File: src/rtl/au_arbiter_if.sv
// Requester-side and au-side signals of the au arbiter, bundled for port use.
// Latency: n/a (wiring only).  Backpressure: req is held until gnt; au_busy stalls au_start.
interface au_arbiter_if #(
    parameter int N = 4,
    parameter int W = 24
);
    logic [N-1:0]   req;
    logic [N*W-1:0] req_R;
    logic [N*W-1:0] req_S;
    logic [N*W-1:0] req_imm;
    logic [N*2-1:0] req_op;
    logic [N*2-1:0] req_ysel;
    logic [N-1:0]   gnt;
    logic [N-1:0]   rsp_valid;
    logic [W-1:0]   rsp_data;
    logic           rsp_err;
    logic           busy;
    logic           au_start;
    logic [W-1:0]   au_R;
    logic [W-1:0]   au_S;
    logic [W-1:0]   au_Iimm;
    logic [1:0]     au_op_sel;
    logic [1:0]     au_mul_y_sel;
    logic [W-1:0]   au_result;
    logic           au_done;
    logic           au_busy;

    // Arbiter view
    modport slave (
        input  req, req_R, req_S, req_imm, req_op, req_ysel,
        input  au_result, au_done, au_busy,
        output gnt, rsp_valid, rsp_data, rsp_err, busy,
        output au_start, au_R, au_S, au_Iimm, au_op_sel, au_mul_y_sel
    );

    // Requesters plus arithmetic unit view
    modport master (
        output req, req_R, req_S, req_imm, req_op, req_ysel,
        output au_result, au_done, au_busy,
        input  gnt, rsp_valid, rsp_data, rsp_err, busy,
        input  au_start, au_R, au_S, au_Iimm, au_op_sel, au_mul_y_sel
    );
endinterface

File: src/rtl/au_arbiter.sv
// Round-robin sharing of one arithmetic unit between N requesters, one op in flight.
// Latency: req to rsp_valid = 4 cycles + au latency (or TIMEOUT on a hung au).
// Backpressure: requests wait while busy; au_start is held off while au_busy is high.
module au_arbiter #(
    parameter int N       = 4,
    parameter int W       = 24,
    parameter int TIMEOUT = 64
) (
    input  logic        clk,
    input  logic        rst,
    au_arbiter_if.slave bus
);
    localparam int IW = $clog2(N);
    localparam int TW = $clog2(TIMEOUT);

    typedef enum logic [1:0] {IDLE, ISSUE, WAIT, RESP} state_t;

    state_t        state;
    logic [IW-1:0] ptr;
    logic [IW-1:0] owner;
    logic [TW-1:0] timer;

    logic          pick_vld;
    logic [IW-1:0] pick_idx;
    logic [W-1:0]  sel_R;
    logic [W-1:0]  sel_S;
    logic [W-1:0]  sel_imm;
    logic [1:0]    sel_op;
    logic [1:0]    sel_ysel;

    // First set request at or above ptr, wrapping around to 0.
    always_comb begin
        pick_vld = 1'b0;
        pick_idx = '0;
        for (int k = 0; k < N; k++) begin
            if (!pick_vld && bus.req[(int'(ptr) + k) % N]) begin
                pick_vld = 1'b1;
                pick_idx = IW'((int'(ptr) + k) % N);
            end
        end
    end

    always_comb begin
        sel_R    = '0;
        sel_S    = '0;
        sel_imm  = '0;
        sel_op   = '0;
        sel_ysel = '0;
        for (int k = 0; k < N; k++) begin
            if (pick_idx == IW'(k)) begin
                sel_R    = bus.req_R[k*W +: W];
                sel_S    = bus.req_S[k*W +: W];
                sel_imm  = bus.req_imm[k*W +: W];
                sel_op   = bus.req_op[k*2 +: 2];
                sel_ysel = bus.req_ysel[k*2 +: 2];
            end
        end
    end

    always_ff @(posedge clk or posedge rst) begin
        if (rst) begin
            state            <= IDLE;
            ptr              <= '0;
            owner            <= '0;
            timer            <= '0;
            bus.gnt          <= '0;
            bus.rsp_valid    <= '0;
            bus.rsp_data     <= '0;
            bus.rsp_err      <= 1'b0;
            bus.busy         <= 1'b0;
            bus.au_start     <= 1'b0;
            bus.au_R         <= '0;
            bus.au_S         <= '0;
            bus.au_Iimm      <= '0;
            bus.au_op_sel    <= '0;
            bus.au_mul_y_sel <= '0;
        end else begin
            bus.gnt       <= '0;
            bus.rsp_valid <= '0;
            bus.au_start  <= 1'b0;
            case (state)
                IDLE: begin
                    if (pick_vld) begin
                        owner            <= pick_idx;
                        bus.au_R         <= sel_R;
                        bus.au_S         <= sel_S;
                        bus.au_Iimm      <= sel_imm;
                        bus.au_op_sel    <= sel_op;
                        bus.au_mul_y_sel <= sel_ysel;
                        bus.gnt          <= N'(1) << pick_idx;
                        bus.busy         <= 1'b1;
                        state            <= ISSUE;
                    end
                end
                ISSUE: begin
                    if (!bus.au_busy) begin
                        bus.au_start <= 1'b1;
                        timer        <= '0;
                        state        <= WAIT;
                    end
                end
                WAIT: begin
                    timer <= timer + 1'b1;
                    // au_done is a level held from the previous op; ignore it while our start is still visible.
                    if (bus.au_done && !bus.au_start) begin
                        bus.rsp_data  <= bus.au_result;
                        bus.rsp_err   <= 1'b0;
                        bus.rsp_valid <= N'(1) << owner;
                        state         <= RESP;
                    end else if (timer == TW'(TIMEOUT - 1)) begin
                        bus.rsp_data  <= '0;
                        bus.rsp_err   <= 1'b1;
                        bus.rsp_valid <= N'(1) << owner;
                        state         <= RESP;
                    end
                end
                RESP: begin
                    ptr      <= (owner == IW'(N - 1)) ? '0 : owner + 1'b1;
                    bus.busy <= 1'b0;
                    state    <= IDLE;
                end
                default: state <= IDLE;
            endcase
        end
    end
endmodule

File: src/flat_wrapper.sv
// flat-port wrapper written by rule: the top's interface ports become plain ports
module au_arbiter_flat 
#(
    parameter int N       = 4,
    parameter int W       = 24,
    parameter int TIMEOUT = 64
)
  (clk, rst, bus_req, bus_req_R, bus_req_S, bus_req_imm, bus_req_op, bus_req_ysel, bus_au_result, bus_au_done, bus_au_busy, bus_gnt, bus_rsp_valid, bus_rsp_data, bus_rsp_err, bus_busy, bus_au_start, bus_au_R, bus_au_S, bus_au_Iimm, bus_au_op_sel, bus_au_mul_y_sel);
  au_arbiter_if #(.N(N), .W(W)) bus_i ();
  input  logic clk;
  input  logic rst;
  input wire logic [$bits(bus_i.req)-1:0] bus_req;
  input wire logic [$bits(bus_i.req_R)-1:0] bus_req_R;
  input wire logic [$bits(bus_i.req_S)-1:0] bus_req_S;
  input wire logic [$bits(bus_i.req_imm)-1:0] bus_req_imm;
  input wire logic [$bits(bus_i.req_op)-1:0] bus_req_op;
  input wire logic [$bits(bus_i.req_ysel)-1:0] bus_req_ysel;
  input wire logic [$bits(bus_i.au_result)-1:0] bus_au_result;
  input wire logic [$bits(bus_i.au_done)-1:0] bus_au_done;
  input wire logic [$bits(bus_i.au_busy)-1:0] bus_au_busy;
  output wire logic [$bits(bus_i.gnt)-1:0] bus_gnt;
  output wire logic [$bits(bus_i.rsp_valid)-1:0] bus_rsp_valid;
  output wire logic [$bits(bus_i.rsp_data)-1:0] bus_rsp_data;
  output wire logic [$bits(bus_i.rsp_err)-1:0] bus_rsp_err;
  output wire logic [$bits(bus_i.busy)-1:0] bus_busy;
  output wire logic [$bits(bus_i.au_start)-1:0] bus_au_start;
  output wire logic [$bits(bus_i.au_R)-1:0] bus_au_R;
  output wire logic [$bits(bus_i.au_S)-1:0] bus_au_S;
  output wire logic [$bits(bus_i.au_Iimm)-1:0] bus_au_Iimm;
  output wire logic [$bits(bus_i.au_op_sel)-1:0] bus_au_op_sel;
  output wire logic [$bits(bus_i.au_mul_y_sel)-1:0] bus_au_mul_y_sel;
  assign bus_i.req = bus_req;
  assign bus_i.req_R = bus_req_R;
  assign bus_i.req_S = bus_req_S;
  assign bus_i.req_imm = bus_req_imm;
  assign bus_i.req_op = bus_req_op;
  assign bus_i.req_ysel = bus_req_ysel;
  assign bus_i.au_result = bus_au_result;
  assign bus_i.au_done = bus_au_done;
  assign bus_i.au_busy = bus_au_busy;
  assign bus_gnt = bus_i.gnt;
  assign bus_rsp_valid = bus_i.rsp_valid;
  assign bus_rsp_data = bus_i.rsp_data;
  assign bus_rsp_err = bus_i.rsp_err;
  assign bus_busy = bus_i.busy;
  assign bus_au_start = bus_i.au_start;
  assign bus_au_R = bus_i.au_R;
  assign bus_au_S = bus_i.au_S;
  assign bus_au_Iimm = bus_i.au_Iimm;
  assign bus_au_op_sel = bus_i.au_op_sel;
  assign bus_au_mul_y_sel = bus_i.au_mul_y_sel;
  au_arbiter #(.N(N), .W(W), .TIMEOUT(TIMEOUT)) u_core (.clk(clk), .rst(rst), .bus(bus_i));
endmodule
File: config.mk
export PLATFORM = sky130hd
export DESIGN_NAME = au_arbiter_flat
export DESIGN_NICKNAME = d
export VERILOG_FILES = /design/src/rtl/au_arbiter_if.sv /design/src/rtl/au_arbiter.sv /design/src/flat_wrapper.sv
export SDC_FILE = /design/constraint.sdc
export NUM_CORES = 1
export LEC_CHECK = 0
export ABC_AREA = 1
export BUFFER_PORTS_ARGS = -buffer_cell sky130_fd_sc_hd__buf_2
export CAP_MARGIN = 10
export CORE_AREA = 2 2 175 177
export DETAILED_ROUTE_END_ITERATION = 10
export DIE_AREA = 0 0 177 179
export SLEW_MARGIN = 25
export SYNTH_ARGS = -nofsm -noshare
export SYNTH_HDL_FRONTEND = slang
export SYNTH_SLANG_ARGS = --single-unit
File: constraint.sdc
create_clock -name clk -period 7.4 [get_ports clk]
set_input_delay 0.37 -clock clk [delete_from_list [all_inputs] [get_ports clk]]
set_output_delay 0.37 -clock clk [all_outputs]
set_load 0.005 [all_outputs]
# Yosys cells after proc, flatten, opt, wreduce, memory -nomap -nowiden

Cells that the tools add are included.

Bits of input ports: 336
Bits in registers: 123
Word-level logic and storage cells: 121

Reductions and logical operators: 21
Bitwise gates (word level): 3
Equality and inequality tests: 11
Order comparisons: 4
Shift operators: 2
Multiplexer cells: 60
$add $sub $neg: 5

Operator list:

| cell                                                                 | number |
|---|---|
| 24-bit 2-to-1 mux                                                    | 14 |
| 2-bit 2-to-1 mux                                                     | 17 |
| 4-bit 2-to-1 mux                                                     | 5 |
| 1-bit 2-to-1 mux                                                     | 16 |
| 3-bit by 4-bit < comparator with 1-bit output, second input constant | 3 |
| 6-bit case mux with 2 select lines                                   | 1 |
| 2-bit == test, second input constant                                 | 5 |
| 1-bit binary-select mux with 2-bit select                            | 4 |
| 2-bit case mux with 4 select lines                                   | 1 |
| 2-bit AND reduction                                                  | 4 |
| 1-bit by 2-bit left shift with 4-bit output, first input constant    | 2 |
| 6-bit by 1-bit adder with 6-bit output, second input constant        | 1 |
| 6-bit == test, second input constant                                 | 1 |
| 6-bit 2-to-1 mux                                                     | 1 |
| 2-bit nonzero test                                                   | 3 |
| 2-bit OR reduction                                                   | 3 |
| 2-bit by 1-bit adder with 2-bit output, second input constant        | 2 |
| 2-bit adder, second input constant                                   | 2 |
| 2-bit by 1-bit == test with 1-bit output, second input constant      | 2 |
| 1-bit logical AND                                                    | 4 |
| 1-bit zero test                                                      | 4 |
| 2-bit zero test                                                      | 2 |
| 1-bit AND, first input constant                                      | 3 |
| 2-bit by 3-bit < comparator with 1-bit output, second input constant | 1 |
| 5 further kinds                                                      | 5 |

# Depth between registers and ports, before layout

Gate-level depths: netlist of the first run.

Word-level depth: 19
Depth in mapped cells: 17
Mapped depth without buffers: 15

# Least setup slack after synthesis of the first run

No wires, ideal clock.

Path kind: register to register
Start point: register u_core.ptr[0]
End point: register u_core.bus.au_S[4]
Path slack: 5.528 ns
Period minus slack after synthesis: 1.872 ns
Cell stages (with the launch flop): 16
Arrival time: 1.756 ns
Setup time: 0.116 ns
Cells stage by stage: dfrtp_1 inv_2 nand2_1 nand3_1 nand2_1 inv_2 nand3_1 or2_1 nand2_2 inv_2 buf_4 buf_2 nand2_1 inv_1 nand2_1 nand2_1

Longest elaborated chain between the ends: 17

Ends and longest elaborated chain:

| what                                                                                                       | line                               | text |
|---|---|---|
| start, declared                                                                                            | au_arbiter.sv:19                   | `logic [IW-1:0] ptr;` |
| start signal, assigned                                                                                     | au_arbiter.sv:118                  | `ptr <= (owner == IW'(N - 1)) ? '0 : owner + 1'b1;` |
| 2-bit by 1-bit adder with 2-bit output / 1-bit binary-select mux with 2-bit select (equally long branches) | au_arbiter.sv:36, au_arbiter.sv:38 |  |
| 1-bit binary-select mux with 2-bit select / 1-bit 2-to-1 mux (equally long branches)                       | au_arbiter.sv:36                   | `if (!pick_vld && bus.req[(int'(ptr) + k) % N]) begin` |
| 1-bit 2-to-1 mux (not written as such)                                                                     | au_arbiter.sv:36                   |  |
| 1-bit 2-to-1 mux (not written as such) / 1-bit zero test (equally long branches)                           | au_arbiter.sv:36                   |  |
| 1-bit logical AND                                                                                          | au_arbiter.sv:36                   |  |
| 1-bit 2-to-1 mux                                                                                           | au_arbiter.sv:36                   |  |
| 1-bit zero test                                                                                            | au_arbiter.sv:36                   |  |
| 1-bit logical AND                                                                                          | au_arbiter.sv:36                   |  |
| 1-bit 2-to-1 mux                                                                                           | au_arbiter.sv:36                   |  |
| 1-bit zero test                                                                                            | au_arbiter.sv:36                   |  |
| 1-bit logical AND                                                                                          | au_arbiter.sv:36                   |  |
| 2-bit 2-to-1 mux                                                                                           | au_arbiter.sv:36                   |  |
| 2-bit zero test                                                                                            | au_arbiter.sv:50                   | `if (pick_idx == IW'(k)) begin` |
| 24-bit 2-to-1 mux (4 in a row)                                                                             | au_arbiter.sv:50                   |  |
| end signal, assigned                                                                                       | au_arbiter.sv:86                   | `bus.au_S <= sel_S;` |
| end, declared                                                                                              | au_arbiter_if.sv:33                | `output au_start, au_R, au_S, au_Iimm, au_op_sel, au_mul_y_sel` |

Several ways; a longest one is shown, not always the timed one. The select of a mux whose other input is x is not followed.
A chain may end at the register's enable or synchronous reset.

# Worst setup path after layout of the first run

Start point: register u_core.ptr[0]
End point: register u_core.bus.au_S[14]

Same word-level chain as after synthesis.

==> results of run 1 <==
-- how the worst max path moves through the flow --
| stage | endpoint | slack (ns) | cells past startpoint |
|---|---|---|---|
| detailed placement | u_core.bus.au_Iimm[9] | 3.63 | 14 |
| global route | u_core.bus.au_R[11] | 3.18 | 14 |
| finish | u_core.bus.au_S[14] | 3.63 | 14 |
| global placement | u_core.bus.au_R[4] | 3.75 | 14 |
| floorplan | u_core.bus.au_Iimm[0] | 3.76 | 1 |
| CTS | u_core.bus.au_S[14] | 3.60 | 14 |
-- cell usage in the layout (no fill, tap or decap), types with 7 or more instances in the layout --
master	count
nand2_1	467
o21ai_0	15
inv_2	27
nand3_1	171
inv_1	179
clkbuf_16	17
buf_4	9
ha_1	10
buf_2	446
dfrtp_1	123
inv_6	7
nor2_1	181
a22o_1	24
-- flip-flops by register name, summed over array words and instances (netlist names) --
| name | cells |
|---|---|
| u_core.bus.busy | 1 |
| u_core.bus.gnt | 4 |
| u_core.bus.rsp_valid | 4 |
| u_core.bus.rsp_err | 1 |
| u_core.bus.au_Iimm | 24 |
| u_core.bus.rsp_data | 24 |
| u_core.bus.au_start | 1 |
| u_core.bus.au_mul_y_sel | 2 |
| u_core.bus.au_op_sel | 2 |
| u_core.bus.au_R | 24 |
| u_core.bus.au_S | 24 |
| u_core.state | 2 |
| u_core.ptr | 2 |
| u_core.owner | 2 |
| u_core.timer | 6 |
-- metrics by stage --
stage	hold slack, ns	cell area (µm²)	setup slack [ns]	cells	util (%)
2_1_floorplan	0.436	8120	3.76	1303	-
4_1_cts	0.131	11200	3.60	2119	37.3
6_report	0.159	11200	3.63	2120	37.3
5_1_grt	0.137	11200	3.18	2119	37.3
3_5_place_dp	0.449	10600	3.63	2086	35.3
3_3_place_gp	0.443	10600	3.75	2086	35.3
-- power groups by stage --
stage | sequential [mW] | combinational, mW | clock, mW
after CTS | 1.19 | 3.62 | 0.897
after floorplan | 1.19 | 2.49 | 0
final | 1.19 | 3.53 | 0.864
after detailed placement | 1.19 | 3.62 | 0
after global routing | 1.23 | 4.05 | 0.931
after global placement | 1.19 | 3.56 | 0
-- metal layers --
metal / routed length (µm) / track usage, % / share of wire (%)
met5: 16 / 0 / 0.051
met4: 457 / 5.17 / 1.5
met2: 15400 / 34.0 / 50
met3: 2280 / 4.13 / 7.3
met1: 12900 / 22.9 / 42
-- kinds of logic (layout without fill, tap and decap cells) --
logic type                 count (synthesis)  count (layout)  synth area share (%)
AOI/OAI and AO/OA                         51              51                  4.32
adders and majority gates                 10              10                  1.54
buffers and inverters                    278             698                  13.9
DFF                                      123             123                  37.9
other                                      0               1                     0
and+or+nand+nor                          841             841                  42.3
-- layout make-up --
class,count,share of cell area [%]
Multi-Input combinational cell,902,35.0
Inverter,209,7.06
Antenna cell,1,0.0223
Sequential cell,123,27.5
Tap cell,396,4.42
Timing Repair Buffer,457,20.7
Clock buffer,19,3.95
Clock inverter,13,1.37
-- critical path, cell delays in order (launching register included) --
cell     delay, ns
dfrtp_1       0.51
inv_2         0.19
nand2_1       0.11
nand3_1       0.10
nand2_1       0.14
nor2_1        0.17
nand3_1       0.08
nand2_1       0.10
nand2_4       0.47
nor2_4        0.84
buf_4         0.59
nand2_1       0.10
nand3_1       0.12
nand2_1       0.06
nand2_1       0.06
==> reports/summary.txt, run 1 <==
Post-synth top area share - 37.9%
Pre-antenna DRT Iters - 5
Net Count, Synth - 1649
Pins Over Slew Limit - 0
CTS Sinks - 123
CTS buffer count - 17
Multi-input gate area - 0.00392 mm²
Synthesized area per cell - 6.23 µm²
EDFF count, synth - 0
DR iter-0 viols - 400
Nets@finish - 2056
Core Rows - 64
Initial core utilization - 27.0%
CTS hold repair buffers - 1
Routed length per instance - 14.7 µm
Largest cells by area after synthesis - dfrtp_1 38%, nand2_1 22%, nand3_1 11%
Worst hold path class - primary input to flop
Worst-path fanout max - 74
RR Startpoint - u_core.ptr[0]
CTS tree - done
Clk_lat worst skew - 0.42 ns
Period utilisation layout - 50.9%
Sequential fraction of the synthesis area - 37.9%
Die Wd - 177 µm
Yosys warns - 0
Overall power - 5.59 mW
IO Count - 447
Setup Fix Bufs, Post-CTS - 0
FILL cells - 3287
Psw - 2.88 mW
RSZ-0062 raised after global routing - false
Htree depth - 4
Worst-margin pin slew - 0.904 ns
R2R Path End - u_core.bus.au_S[14]
Height of the die - 179 µm
Total grt overflow - 0
ANT nets after route - 0
Hold Vio Cnt, Final - 0
Crit. End Element - flop
Final wirelength - 31100 µm
Critical path launch point - u_core.ptr[0]
Comb power frac - 63.2%
Gr usage total - 19.0%
Slew headroom - 39.7%
Post-route setup TNS - 0 ns
GP Congestion - 0.872
Switch share - 51.6%
Internal - 2.70 mW
Clock buffer depth - 2
Hold Path End - u_core.bus.au_start
Kind of critical path - flop to flop
Avg Vias per Cell - 4.41
Clock slew at reported path FFs - 0.06 ns
Hold path startpoint - bus_au_busy
Yosys cell types - 28
Setup crit start kind - flop
Syn Inst Count - 1303
Most frequent cell after synthesis - nand2_1
Synth area leader - dfrtp_1
Layout Skew - 0.0156 ns
Clock power share - 15.5%
P per Cell Area - 499 mW/mm²
Final period demand of the worst path - 3.77 ns
Flop2flop setup slack - 3.63 ns
MaxCap Viol Count - 0
Post-CTS Resized - 0
Sequential share of power - 21.3%
Dominant synthesized flop cell - dfrtp_1
Setup-failing EPs final - 0
First-pass GRT wire length - 46700 µm
Total die area - 0.0317 mm²
Share of cells above drive strength 1 - 30.6%
Ys async rst share - 100%
Post-Syn Area - 0.00812 mm²
Reg area - 0.00308 mm²
Antenna violations before repair - 3
Root buffer cell - clkbuf_16
Largest net degree at the start of global routing - 76
Critical Path RT - 7.74 ns
Hold Path Depth - 2
R2R cell count - 14
Core area - 0.0300 mm²
Static Leak - 6.88 nW
Status - complete, no violations
VDD IR max - 0.387 mV
Commonest cells in the synthesized netlist - 467 x nand2_1, 181 x nor2_1, 180 x inv_1, 171 x nand3_1, 123 x dfrtp_1
IO Port Bufs - 446
Seq cells post-synth - 123
Number of global-route vias before repair - 8765
Post-route DRC violation count - 0
Achievable frequency - 265 MHz
Routed vias - 9358
Hpwl dp - 23200 µm
Arr. time, crit path - 4.11 ns
Syn-to-layout area delta - 38.0%
No activity file was read; power rests on OpenSTA's default activity.
==> inputs of run 2 (changes only) <==
Clock period 7.4 ns to 3.3 ns, I/O delays scaled along.
==> reports/summary.txt, run 2 (same netlist as run 1, synthesis figures left out) <==
Status - complete, no violations (unchanged)
Setup-failing EPs final - 0 (unchanged)
Worst-path fanout max - 32 (was 74)
Overall power - 12.9 mW (was 5.59 mW)
Clock slew at reported path FFs - 0.06 ns (about the same)
Final wirelength - 31700 µm (was 31100 µm)
Clk_lat worst skew - 0.42 ns (about the same)
Gr usage total - 19.1% (was 19.0%)
Htree depth - 4 (unchanged)
Commonest non-fill, non-tap cells in the layout - 467 x nand2_1, 446 x buf_2, 181 x nor2_1, 179 x inv_1, 171 x nand3_1 (unchanged)
Worst-margin pin slew - 0.795 ns (was 0.904 ns)
VDD IR max - 0.748 mV (was 0.387 mV)
Initial core utilization - 27.0% (unchanged)
Slew headroom - 47.0% (was 39.7%)
Height of the die - 179 µm (unchanged)
Flop2flop setup slack - 0.56 ns (was 3.63 ns)
Share of cells above drive strength 1 - 30.5% (was 30.6%)
IO Count - 447 (unchanged)
ANT nets after route - 0 (unchanged)
Setup Fix Bufs, Post-CTS - 0 (unchanged)
Syn-to-layout area delta - 43.5% (was 38.0%)
Pins Over Slew Limit - 0 (unchanged)
IO Port Bufs - 446 (unchanged)
Post-route DRC violation count - 0 (unchanged)
Arr. time, crit path - 3.05 ns (was 4.11 ns)
Final period demand of the worst path - 2.74 ns (was 3.77 ns)
Period utilisation layout - 83.1% (was 50.9%)
Nets@finish - 2088 (was 2056)
Routed length per instance - 14.7 µm (about the same)
Static Leak - 7.08 nW (was 6.88 nW)
P per Cell Area - 1110 mW/mm² (was 499 mW/mm²)
First-pass GRT wire length - 46400 µm (was 46700 µm)
Routed vias - 9500 (was 9358)
Antenna violations before repair - 5 (was 3)
Worst hold path class - primary input to flop (unchanged)
Total die area - 0.0317 mm² (unchanged)
Crit. End Element - flop (unchanged)
Largest delay contributor family on the critical path - simple AND/OR/NAND/NOR gates (unchanged)
Hold Vio Cnt, Final - 0 (unchanged)
Kind of critical path - flop to flop (unchanged)
CTS tree - done (unchanged)
Final core utilization - 38.8% (was 37.3%)
Cells after DPL - 2093 (was 2086)
Hold slack - 0.0267 ns (was 0.159 ns)
GP Congestion - 0.887 (was 0.872)
Critical Path RT - 3.61 ns (was 7.74 ns)
Setup crit start kind - flop (unchanged)
Number of global-route vias before repair - 8775 (was 8765)
Crit path buf inv count - 2 (unchanged)
Avg Vias per Cell - 4.41 (about the same)
RSZ-0062 raised after global routing - false (unchanged)
Most common cell after layout, fill and taps aside - nand2_1 (unchanged)
Post-route setup TNS - 0 ns (unchanged)
CTS buffer count - 17 (unchanged)
CP max stage cell - dfrtp_1 (was nor2_4)
DR iter-0 viols - 467 (was 400)
Core Rows - 64 (unchanged)
Die Wd - 177 µm (unchanged)
MaxCap Viol Count - 0 (unchanged)
CTS Sinks - 123 (unchanged)
Pre-antenna DRT Iters - 5 (unchanged)
Post-route insts no fill - 2152 (was 2120)
Clock buffer depth - 2 (unchanged)
Layout Skew - 0.0138 ns (was 0.0156 ns)
Most common cell on crit path - nand2_1 (unchanged)
Max stage delay on crit path - 0.56 ns (was 0.84 ns)
Total grt overflow - 0 (unchanged)
Core area - 0.0300 mm² (unchanged)
Achievable frequency - 365 MHz (was 265 MHz)
Root buffer cell - clkbuf_16 (unchanged)
Largest net degree at the start of global routing - 71 (was 76)
Hpwl dp - 23700 µm (was 23200 µm)
Post-CTS Resized - 0 (unchanged)
Cell Chain, Critical Path - inv_2 > nand2_1 > nand3_1 > nand2_1 > nor2_1 > nor2_1 > nand2_1 > nand2_4 > buf_4 > nand2_1 > nor2_1 > nor2_1 > nand2_1 > nand2_1 (was inv_2 > nand2_1 > nand3_1 > nand2_1 > nor2_1 > nand3_1 > nand2_1 > nand2_4 > nor2_4 > buf_4 > nand2_1 > nand3_1 > nand2_1 > nand2_1)
[run 2: changes by cell type in the layout (fill, tap and decap cells not counted), moves of 2 or more]
cell,delta
buf_12,+8
bufinv_16,+2
dlygate4sd3_1,+24
inv_6,-2
inv_8,+3
[run 2: path summary, 6_finish.rpt]
path / start / to / cells past startpoint
setup / recovery: u_core.ptr[0] / u_core.bus.au_R[5] / 14
hold / removal: bus_au_result[12] / u_core.bus.rsp_data[12] / 2
setup reg to reg: u_core.ptr[0] / u_core.bus.au_R[5] / 14
hold reg to reg: u_core.bus.au_S[13] / u_core.bus.au_S[13] / 2
max in group asynchronous: rst / u_core.bus.au_R[9] / 5
min in group asynchronous: rst / u_core.bus.au_R[12] / 3
[run 2: repair_timing]
| action | in CTS | in global routing |
|---|---|---|
| hold endpoints to repair | 27 | 0 |
| endpoints found under the setup margin | 0 | 0 |
| hold buffers | 25 | 0 |
[run 2: final cells by class]
cell class,instances,area (µm²)
well taps,396,495
multi-input cells,902,3920
diodes,1,2.50
inverters,209,790
repair buffers,489,2720
clock inverters,15,225
fillers,3205,18400
clock buffers,17,425
flip-flops and latches,123,3080
[run 2: stage by stage]
stage                     cell area, µm²  worst slack, ns
after global routing               11600            0.281
after detailed placement           10700            0.588
final                              11700            0.559
after global placement             10700            0.688
after floorplan                     8120             1.43
after CTS                          11600            0.566
[run 2: routing by layer]
metal	routed length [µm]	track usage (%)	up-vias
li1	-	-	4807
met1	12800	21.9	4269
met2	15600	34.3	374
met3	2360	4.64	44
met4	856	6.96	6
met5	32	0	-
[run 2: where the power goes]
group / switching [mW] / internal [mW] / total, mW / leakage, nW
Clock: 0.813 / 1.30 / 2.11 / 0.317
Combinational: 5.28 / 2.88 / 8.15 / 5.23
Sequential: 0.432 / 2.25 / 2.68 / 1.53
Total: 6.52 / 6.42 / 12.9 / 7.08
==> inputs of run 3 (changes only) <==
Clock period 3.3 ns to 2.8 ns, I/O delays scaled along.
==> reports/summary.txt, run 3 (same netlist as run 1, synthesis figures left out) <==
Most common cell on crit path - nand2_1 (unchanged)
RSZ-0062 raised after global routing - false (unchanged)
Setup-failing EPs final - 0 (unchanged)
Largest net degree at the start of global routing - 124 (was 71)
FILL cells - 3263 (was 3205)
IO Port Bufs - 446 (unchanged)
MaxCap Viol Count - 0 (unchanged)
Multi-input gate area - 0.00392 mm² (unchanged)
Arr. time, crit path - 2.80 ns (was 3.05 ns)
CTS Sinks - 123 (unchanged)
Largest delay contributor family on the critical path - simple AND/OR/NAND/NOR gates (unchanged)
CP max stage cell - dfrtp_2 (was dfrtp_1)
Hold path startpoint - bus_req_S[46] (was bus_au_result[12])
CTS buffer count - 17 (unchanged)
Crit path buf inv count - 3 (was 2)
Syn-to-layout area delta - 43.1% (was 43.5%)
Clk_lat worst skew - 0.42 ns (about the same)
DR iter-0 viols - 413 (was 467)
Crit. End Element - flop (unchanged)
Setup crit start kind - flop (unchanged)
Hpwl dp - 23800 µm (was 23700 µm)
Kind of critical path - flop to flop (unchanged)
Final period demand of the worst path - 2.50 ns (was 2.74 ns)
Clock slew at reported path FFs - 0.07 ns (was 0.06 ns)
Slew headroom - 50.3% (was 47.0%)
Core area - 0.0300 mm² (unchanged)
Worst hold path class - primary input to flop (unchanged)
Pre-antenna DRT Iters - 7 (was 5)
Reg area - 0.00308 mm² (about the same)
Share of cells above drive strength 1 - 30.7% (was 30.5%)
Htree depth - 4 (unchanged)
Most common cell after layout, fill and taps aside - nand2_1 (unchanged)
Period utilisation layout - 89.3% (was 83.1%)
Root buffer cell - clkbuf_16 (unchanged)
ANT nets after route - 0 (unchanged)
Antenna violations before repair - 3 (was 5)
Layout Skew - 0.0127 ns (was 0.0138 ns)
Initial core utilization - 27.0% (unchanged)
Static Leak - 7.06 nW (was 7.08 nW)
Final wirelength - 32100 µm (was 31700 µm)
Critical path launch point - u_core.ptr[0] (unchanged)
First-pass GRT wire length - 46500 µm (was 46400 µm)
Height of the die - 179 µm (unchanged)
Post-route setup TNS - 0 ns (unchanged)
Gr usage total - 19.1% (about the same)
Worst-margin pin slew - 0.746 ns (was 0.795 ns)
Post-route insts no fill - 2157 (was 2152)
Avg Vias per Cell - 4.45 (was 4.41)
CTS tree - done (unchanged)
VDD IR max - 1.12 mV (was 0.748 mV)
Hold Vio Cnt, Final - 0 (unchanged)
Clock buffer depth - 2 (unchanged)
Achievable frequency - 400 MHz (was 365 MHz)
Routed length per instance - 14.9 µm (was 14.7 µm)
Nets@finish - 2092 (was 2088)
Flop2flop setup slack - 0.30 ns (was 0.56 ns)
Total die area - 0.0317 mm² (unchanged)
Status - complete, no violations (unchanged)
Cell Chain, Critical Path - inv_2 > nand2_1 > nand3_1 > nand2_1 > nor2_1 > nand3_1 > nand2_1 > nand2_4 > nor2_4 > buf_12 > nand2_1 > nand2_1 > inv_2 > nand2_1 > nand2_1 (was inv_2 > nand2_1 > nand3_1 > nand2_1 > nor2_1 > nor2_1 > nand2_1 > nand2_4 > buf_4 > nand2_1 > nor2_1 > nor2_1 > nand2_1 > nand2_1)
IO Count - 447 (unchanged)
RR Startpoint - u_core.ptr[0] (unchanged)
Routed vias - 9606 (was 9500)
Pins Over Slew Limit - 0 (unchanged)
Cells after DPL - 2097 (was 2093)
Max stage delay on crit path - 0.49 ns (was 0.56 ns)
P per Cell Area - 1320 mW/mm² (was 1110 mW/mm²)
Worst-path fanout max - 70 (was 32)
Critical Path RT - 3.10 ns (was 3.61 ns)
Core Rows - 64 (unchanged)
Total grt overflow - 0 (unchanged)
GP Congestion - 0.889 (was 0.887)
Commonest non-fill, non-tap cells in the layout - 467 x nand2_1, 446 x buf_2, 181 x nor2_1, 179 x inv_1, 171 x nand3_1 (unchanged)
Post-route DRC violation count - 0 (unchanged)
Die Wd - 177 µm (unchanged)
Number of global-route vias before repair - 8826 (was 8775)
## run 3: cell types whose count changed in the layout (fill, tap and decap cells not counted), sizes merged
cell         delta
buf             +3
clkinv          +3
bufinv          -2
diode           +1
dlygate4sd3     +1
inv             -1
## run 3: per-stage QoR
| step | power [mW] | util (%) | hold WS (ns) | area [µm²] | setup WS (ns) |
|---|---|---|---|---|---|
| finish | 15.3 | 38.7 | 0.0227 | 11600 | 0.299 |
| global route | 16.8 | 38.7 | 0.0268 | 11600 | 0.0724 |
| CTS | 15.5 | 38.7 | 0.00442 | 11600 | 0.247 |
| detailed placement | 13.0 | 35.8 | 0.342 | 10700 | 0.243 |
| global placement | 12.9 | 35.8 | 0.330 | 10700 | 0.331 |
| floorplan | 9.74 | - | 0.206 | 8120 | 0.928 |
## run 3: final timing paths
check | depth (start not counted) | endpoint
min | 5 | u_core.bus.au_S[22]
max reg2reg | 15 | u_core.bus.au_S[15]
min reg2reg | 2 | u_core.bus.au_S[8]
max in group asynchronous | 4 | u_core.ptr[0]
max | 15 | u_core.bus.au_S[15]
min in group asynchronous | 4 | u_core.bus.au_Iimm[23]
## run 3: timing repair
item	in CTS	in global routing
hold buffers	26	0
hold endpoints to repair	148	0
resized for setup	0	1
endpoints found under the setup margin	0	2
setup buffers	0	0
## run 3: layout make-up
type	instances	area share (%)
multi-input combinational	902	33.7
sequential	123	26.5
timing repair buffer	493	23.5
inverter	209	6.80
tap	396	4.27
clock buffer	17	3.66
clock inverter	15	1.52
antenna	2	0.0431
## run 3: report_power, final
part / leakage, nW / switching [mW] / internal (mW)
Clock: 0.295 / 0.967 / 1.35
Combinational: 5.24 / 6.35 / 3.45
Sequential: 1.53 / 0.512 / 2.65
Total: 7.06 / 7.83 / 7.45
## run 3: worst min-delay path, stage by stage
cell and delay, ns:
buf_2 0.08, nand2_1 0.04, nand3_1 0.07, nand2_1 0.04
nand2_1 0.04
## run 3: layer usage
| layer | track usage (%) | part of all wire [%] | vias to the layer above |
|---|---|---|---|
| li1 | - | - | 4820 |
| met1 | 22.1 | 41 | 4330 |
| met2 | 34.2 | 49 | 409 |
| met3 | 4.52 | 7.3 | 45 |
| met4 | 7.27 | 2.6 | 2 |
| met5 | 0 | 0.022 | - |
